## config.mk

```make
export PLATFORM = sky130hd
export DESIGN_NAME = uart_tx_mmio
export DESIGN_NICKNAME = d
export VERILOG_FILES = /design/src/rtl/uart_tx_mmio.sv
export SDC_FILE = /design/constraint.sdc
export NUM_CORES = 1
export LEC_CHECK = 0
export ABC_AREA = 1
export CORE_MARGIN = 4
export CORE_UTILIZATION = 37
export CTS_BUF_LIST = sky130_fd_sc_hd__clkbuf_16
export DETAILED_ROUTE_END_ITERATION = 8
export SETUP_SLACK_MARGIN = 0.15
export SKIP_LAST_GASP = 1
export SYNTH_ARGS = -nofsm -noshare
export SYNTH_HDL_FRONTEND = slang
export SYNTH_SLANG_ARGS = --single-unit
```

## constraint.sdc

```tcl
create_clock -name CLK -period 4.9 [get_ports CLK]
set_clock_uncertainty 0.1 [all_clocks]
set_input_delay 0.49 -clock CLK [delete_from_list [all_inputs] [get_ports CLK]]
set_output_delay 0.49 -clock CLK [all_outputs]
set_load 0.02 [all_outputs]
```

## src/rtl/uart_tx_mmio.sv

```systemverilog
// Memory-mapped 8N1 UART transmitter with a TX FIFO on the core data bus.
// Optional IRQCTL register and TX-done interrupt enabled by defining UART_TX_IRQ_EN.
`timescale 1ns/1ps
module uart_tx_mmio #(
  parameter logic [31:0] BASE_ADDR   = 32'h0000_1000,
  parameter int          FIFO_DEPTH  = 8,
  parameter logic [15:0] DEFAULT_DIV = 16'd434
) (
  input  logic        CLK,
  input  logic        RESET,
  input  logic [31:0] daddr,
  input  logic [31:0] ddata_w,
  input  logic        MemWrite,
  input  logic        MemRead,
  output logic        sel,
  output logic [31:0] rdata,
  output logic        tx,
  output logic        irq
);

  // state   | meaning
  // S_IDLE  | line idle high, waiting for a queued byte
  // S_START | start bit (low) for one bit period
  // S_DATA  | eight data bits, LSB first
  // S_STOP  | stop bit (high); chains straight into S_START if more bytes queued
  typedef enum logic [1:0] {S_IDLE, S_START, S_DATA, S_STOP} state_t;

  localparam int AW = (FIFO_DEPTH > 1) ? $clog2(FIFO_DEPTH) : 1;
  localparam int CW = AW + 1;
  localparam logic [CW-1:0] DEPTH_C = CW'(FIFO_DEPTH);

  logic [1:0]    off;
  logic          wr_en, rd_en, push;
  logic          unused_bits;

  logic [7:0]    mem_q [FIFO_DEPTH];
  logic [7:0]    mem_d [FIFO_DEPTH];
  logic [AW-1:0] wr_ptr_q, wr_ptr_d, rd_ptr_q, rd_ptr_d;
  logic [CW-1:0] count_q, count_d;
  logic [6:0]    count7;
  logic          full, empty, pop, push_ok;
  logic          ovf_q, ovf_d;
  logic [15:0]   div_q, div_d, eff_div;

  state_t        state_q, state_d;
  logic [15:0]   per_q, per_d, cnt_q, cnt_d;
  logic [2:0]    bit_q, bit_d;
  logic [7:0]    shift_q, shift_d;
  logic          tx_q, tx_d;
  logic          busy, term;

  logic [31:0]   status, irqctl, rdata_mux;

  assign sel         = (daddr[31:4] == BASE_ADDR[31:4]);
  assign off         = daddr[3:2];
  assign wr_en       = sel & MemWrite;
  assign rd_en       = sel & MemRead;
  assign push        = wr_en && (off == 2'd0);
  assign unused_bits = ^{daddr[1:0], ddata_w[31:16]};

  assign full    = (count_q == DEPTH_C);
  assign empty   = (count_q == '0);
  assign push_ok = push & (~full | pop);
  assign count7  = 7'(count_q);
  assign eff_div = (div_q == 16'd0) ? 16'd1 : div_q;
  assign term    = (cnt_q == 16'd0);

  always_comb begin
    mem_d    = mem_q;
    wr_ptr_d = wr_ptr_q;
    rd_ptr_d = rd_ptr_q;
    count_d  = count_q;
    if (push_ok) begin
      mem_d[wr_ptr_q] = ddata_w[7:0];
      wr_ptr_d        = wr_ptr_q + 1'b1;
    end
    if (pop) rd_ptr_d = rd_ptr_q + 1'b1;
    case ({push_ok, pop})
      2'b10:   count_d = count_q + 1'b1;
      2'b01:   count_d = count_q - 1'b1;
      default: count_d = count_q;
    endcase
  end

  // A pop at the same edge frees a slot, so a push into a full FIFO is only lost without one.
  always_comb begin
    ovf_d = ovf_q;
    if (wr_en && (off == 2'd1) && ddata_w[3]) ovf_d = 1'b0;
    if (push && full && !pop) ovf_d = 1'b1;
    div_d = (wr_en && (off == 2'd2)) ? ddata_w[15:0] : div_q;
  end

  always_ff @(posedge CLK or posedge RESET) begin
    if (RESET) begin
      mem_q    <= '{default: '0};
      wr_ptr_q <= '0;
      rd_ptr_q <= '0;
      count_q  <= '0;
      ovf_q    <= 1'b0;
      div_q    <= DEFAULT_DIV;
    end else begin
      mem_q    <= mem_d;
      wr_ptr_q <= wr_ptr_d;
      rd_ptr_q <= rd_ptr_d;
      count_q  <= count_d;
      ovf_q    <= ovf_d;
      div_q    <= div_d;
    end
  end

  always_ff @(posedge CLK or posedge RESET) begin
    if (RESET) state_q <= S_IDLE;
    else       state_q <= state_d;
  end

  always_comb begin
    state_d = state_q;
    pop     = 1'b0;
    case (state_q)
      S_IDLE: begin
        if (!empty) begin
          pop     = 1'b1;
          state_d = S_START;
        end
      end
      S_START: if (term) state_d = S_DATA;
      S_DATA:  if (term && (bit_q == 3'd7)) state_d = S_STOP;
      S_STOP: begin
        if (term) begin
          if (!empty) begin
            pop     = 1'b1;
            state_d = S_START;
          end else begin
            state_d = S_IDLE;
          end
        end
      end
      default: state_d = S_IDLE;
    endcase
  end

  // Bit period is latched on every pop so a BAUDDIV write cannot stretch a frame in flight.
  always_comb begin
    shift_d = shift_q;
    cnt_d   = cnt_q;
    bit_d   = bit_q;
    per_d   = per_q;
    if (pop) begin
      shift_d = mem_q[rd_ptr_q];
      per_d   = eff_div;
      cnt_d   = eff_div - 16'd1;
      bit_d   = 3'd0;
    end else if (state_q != S_IDLE) begin
      if (term) begin
        cnt_d = per_q - 16'd1;
        if (state_q == S_DATA) begin
          shift_d = {1'b0, shift_q[7:1]};
          bit_d   = bit_q + 3'd1;
        end
      end else begin
        cnt_d = cnt_q - 16'd1;
      end
    end
  end

  always_comb begin
    busy = (state_q != S_IDLE);
    case (state_d)
      S_START: tx_d = 1'b0;
      S_DATA:  tx_d = shift_d[0];
      default: tx_d = 1'b1;
    endcase
  end

  always_ff @(posedge CLK or posedge RESET) begin
    if (RESET) begin
      shift_q <= '0;
      cnt_q   <= '0;
      bit_q   <= '0;
      per_q   <= '0;
      tx_q    <= 1'b1;
    end else begin
      shift_q <= shift_d;
      cnt_q   <= cnt_d;
      bit_q   <= bit_d;
      per_q   <= per_d;
      tx_q    <= tx_d;
    end
  end

  assign tx = tx_q;

`ifdef UART_TX_IRQ_EN
  logic irq_en_q, irq_en_d, done_q, done_d, irq_q, irq_d;

  // Completion is applied after the software clear so a coincident set wins.
  always_comb begin
    irq_en_d = irq_en_q;
    done_d   = done_q;
    if (wr_en && (off == 2'd3)) begin
      irq_en_d = ddata_w[0];
      if (ddata_w[1]) done_d = 1'b0;
    end
    if ((state_q == S_STOP) && (state_d == S_IDLE)) done_d = 1'b1;
    irq_d = irq_en_q & done_q;
  end

  always_ff @(posedge CLK or posedge RESET) begin
    if (RESET) begin
      irq_en_q <= 1'b0;
      done_q   <= 1'b0;
      irq_q    <= 1'b0;
    end else begin
      irq_en_q <= irq_en_d;
      done_q   <= done_d;
      irq_q    <= irq_d;
    end
  end

  assign irq    = irq_q;
  assign irqctl = {30'b0, done_q, irq_en_q};
`else
  assign irq    = 1'b0;
  assign irqctl = 32'b0;
`endif

  assign status = {17'b0, count7, 4'b0, ovf_q, empty, full, busy};

  always_comb begin
    case (off)
      2'd1:    rdata_mux = status;
      2'd2:    rdata_mux = {16'b0, div_q};
      2'd3:    rdata_mux = irqctl;
      default: rdata_mux = 32'b0;
    endcase
    rdata = rd_en ? rdata_mux : 32'b0;
  end

endmodule

```

==> reports/results.txt <==
CP Capture Type: flip-flop
Post-synth top area share: 44.17%
Area occupied by multi-input gates: 0.003401 sq mm
Met2 Usage GRT: 29.66%
Crit path largest cell delay: 0.65 ns
Die ar.: 0.02239 sq mm
Max frequency: 274.6 MHz
Slew Viols, Final: 0
Maxcap violations: 0
Mux contribution to synthesized area: 1.483%
Final hold vios: 0
GPL Wtd Cong: 0.8056
Clock buffer depth: 2
Async S/R FF share, synth: 100.0%
Root buffer cell: clkbuf_16
CTS tree: done
PD cells: 280.2 mW/mm^2
Diode count: 0
Share of post-route cells with drive strength above 1: 7.952%
Fin cells: 1271
Yosys Warn Count: 0
Vias in the first global route: 5990
Die H: 149.6 um
DP Wirelength: 12.70 mm
WP data arrival: 3.82 ns
CP max FO: 33
DRT iter0 DRCs: 404
# rows: 51
Synth Flop Type: dfrtp_1
Worst EP required: 5.08 ns
Setup TNS: 0 ns
Tcrit/Tclk final: 74.31%
Crit-path slowest cell: nor2_1
Register area: 0.003436 sq mm
Hold Crit Class: flip-flop to flip-flop
Min Tclk post-route: 3.641 ns
GR Overflow Total: 0
Die width: 149.6 um
I/O pins: 103
Cell variety after synth: 49
Largest cells by area after synthesis: dfrtp_1, nand2_1, o21ai_0, nor2_1, inv_1
CP Class: flip-flop to flip-flop
Status: finished clean
Largest family of logic cells by synthesized area: simple AND/OR/NAND/NOR gates
Met3 Use GR: 3.483%
Max VDD drop: 218.4 uV
RSZ-0062 raised after global routing: no
Avg Vias per Cell: 4.892
# hold bufs at CTS: 0
Final Util: 44.60%
H-tree levels: 4
Final setup margin: 1.259 ns
CP startpoint kind: flip-flop
FILL cells: 1983
Post-Synth Simple-Gate Area: 26.96%
Grt peak-use layer: met2
DR vias: 6218
Sequential-to-total area share from yosys stat: 46.29%
Cells after synthesis: 938
Routed wire per std cell: 14.74 um
Yosys top cell by area: dfrtp_1
First-pass iteration count of the detailed router: 5
Synth Area in Compound Gates: 12.76%
Synth Cell Area: 0.007422 sq mm
Final total power: 2.448 mW
Met1 usage: 22.97%
Post-CTS setup buffers: 0
Worst Tran Pin Value: 1.078 ns
Global-route wire length before repair: 30.94 mm
Max-slew headroom: 28.06%
Initial core utilization: 37.89%
Aggregate global-route resource usage: 17.49%
XOR/XNOR share of the synthesized area: 1.062%
Dpl ws: 1.267 ns
DRC viols: 0
Leak: 4.275 nW
CORE AREA: 0.01959 sq mm
Final setup viols: 0
Placed cells: 1239
Number of synthesized register bits: 137
Largest net degree at the start of global routing: 101
Post-synth EDFFs: 0
Post-Route WL: 18.74 mm
Worst skew pair latency: 0.43 ns
Crit-path cells: nor2_2 > nand2_1 > nand2_1 > nand2_4 > nand2_4 > inv_2 > nor2_1 > inv_1 > nor2_1 > a31oi_1
Number of buffers created by CTS: 17
Synthesis-to-layout area growth: 17.72%
Gates resized, CTS repair: 0
Clk sinks: 137
Antenna-violating nets left: 0
Initial antenna violation count: 0
Adder-cell area share of the yosys netlist: 2.697%
Clock slew at reported path FFs: 0.06 ns
I/O Buffers: 67
# nets final: 1077
Syn_area_per_cell: 7.913 sq um
==> where the power goes <==
| group | switching (mW) | total (mW) | internal, mW |
|---|---|---|---|
| registers | 0.0000330 | 1.13 | 1.13 |
| clock network | 0.521 | 1.22 | 0.699 |
| logic | 0.0575 | 0.0967 | 0.0392 |
| total | 0.578 | 2.45 | 1.87 |
==> worst max-delay path: cells and delay by family, from the launching register on <==
kind            cells  cell delay, ns
simple gates        7            1.99
buf+inv             2            0.86
flops               1            0.45
compound gates      1            0.07
==> worst paths after layout <==
path	startpoint	slack, ns	depth (start not counted)	end
worst max-delay path	count_q[0]	1.26	10	cnt_q[6]
max in group asynchronous	RESET	3.14	3	mem_q[41]
worst min register to register	per_q[11]	0.37	2	per_q[11]
min in group asynchronous	RESET	0.54	2	wr_ptr_q[1]
worst max register to register	count_q[0]	1.26	10	cnt_q[6]
worst min-delay path	per_q[11]	0.37	2	per_q[11]
==> synthesized netlist by cell type, drive strengths merged, types with 8 or more instances <==
| master | count |
|---|---|
| nand2 | 276 |
| o21ai | 135 |
| dfrtp | 131 |
| nor2 | 103 |
| inv | 83 |
| nand3 | 55 |
| buf | 35 |
| ha | 16 |
| clkbuf | 15 |
| o22ai | 14 |
| a21oi | 12 |
| mux2 | 8 |
==> per-layer routing <==
layer,wire length (um),vias up
met4,235,0
met1,8656,2953
met5,0,-
li1,-,3126
met3,627,26
met2,9220,113
==> cell families after synthesis <==
logic type | Yosys count
fa+ha+maj | 16
mux | 10
simple gates | 454
xor+xnor | 9
buf+inv | 134
other cells | 1
flops | 137
compound gates | 177
==> registers in the layout, indices dropped and copies added (netlist names), 3 cells and up <==
register	count
rd_ptr_q	3
mem_q	64
per_q	16
wr_ptr_q	3
cnt_q	16
bit_q	3
count_q	4
div_q	16
shift_q	8
==> per-stage QoR <==
stage | cell area (sq um) | hold WS, ns
finish | 8737 | 0.3714
global route | 8737 | 0.3885
CTS | 8737 | 0.3752
detailed placement | 8184 | 0.3588
global placement | 8184 | 0.3568
floorplan | 7482 | 0.3422
==> layout make-up <==
type                       instances  share of cell area (%)
tap                              265                   3.795
sequential                       137                   39.32
inverter                          84                   3.695
clock buffer                      17                   4.869
multi-input combinational        683                   38.92
clock inverter                    15                   1.461
timing repair buffer              70                   7.934
==> placed cells by master, fill, tap and decap left out, types with 2 or more instances in the layout <==
cell	instances
a31oi_1	4
xnor2_1	3
nor2_4	5
nor2_2	4
xor2_1	6
o21ai_0	115
o21ai_1	20
nand4_1	6
clkinv_1	3
nand2_2	9
nand3_1	52
inv_6	5
nor4_1	5
nand2_1	256
dfstp_2	6
conb_1	17
nand2_4	11
dfrtp_1	131
o22ai_1	14
nor3_1	4
inv_1	82
clkbuf_16	17
clkdlybuf4s50_1	67
mux2_2	4
a21oi_1	11
mux2_1	4
clkinvlp_4	3
buf_4	3
nand3_2	3
nor2_1	94
o21bai_1	4
mux2i_1	2
ha_1	16
(Power assumes the default switching activity.)
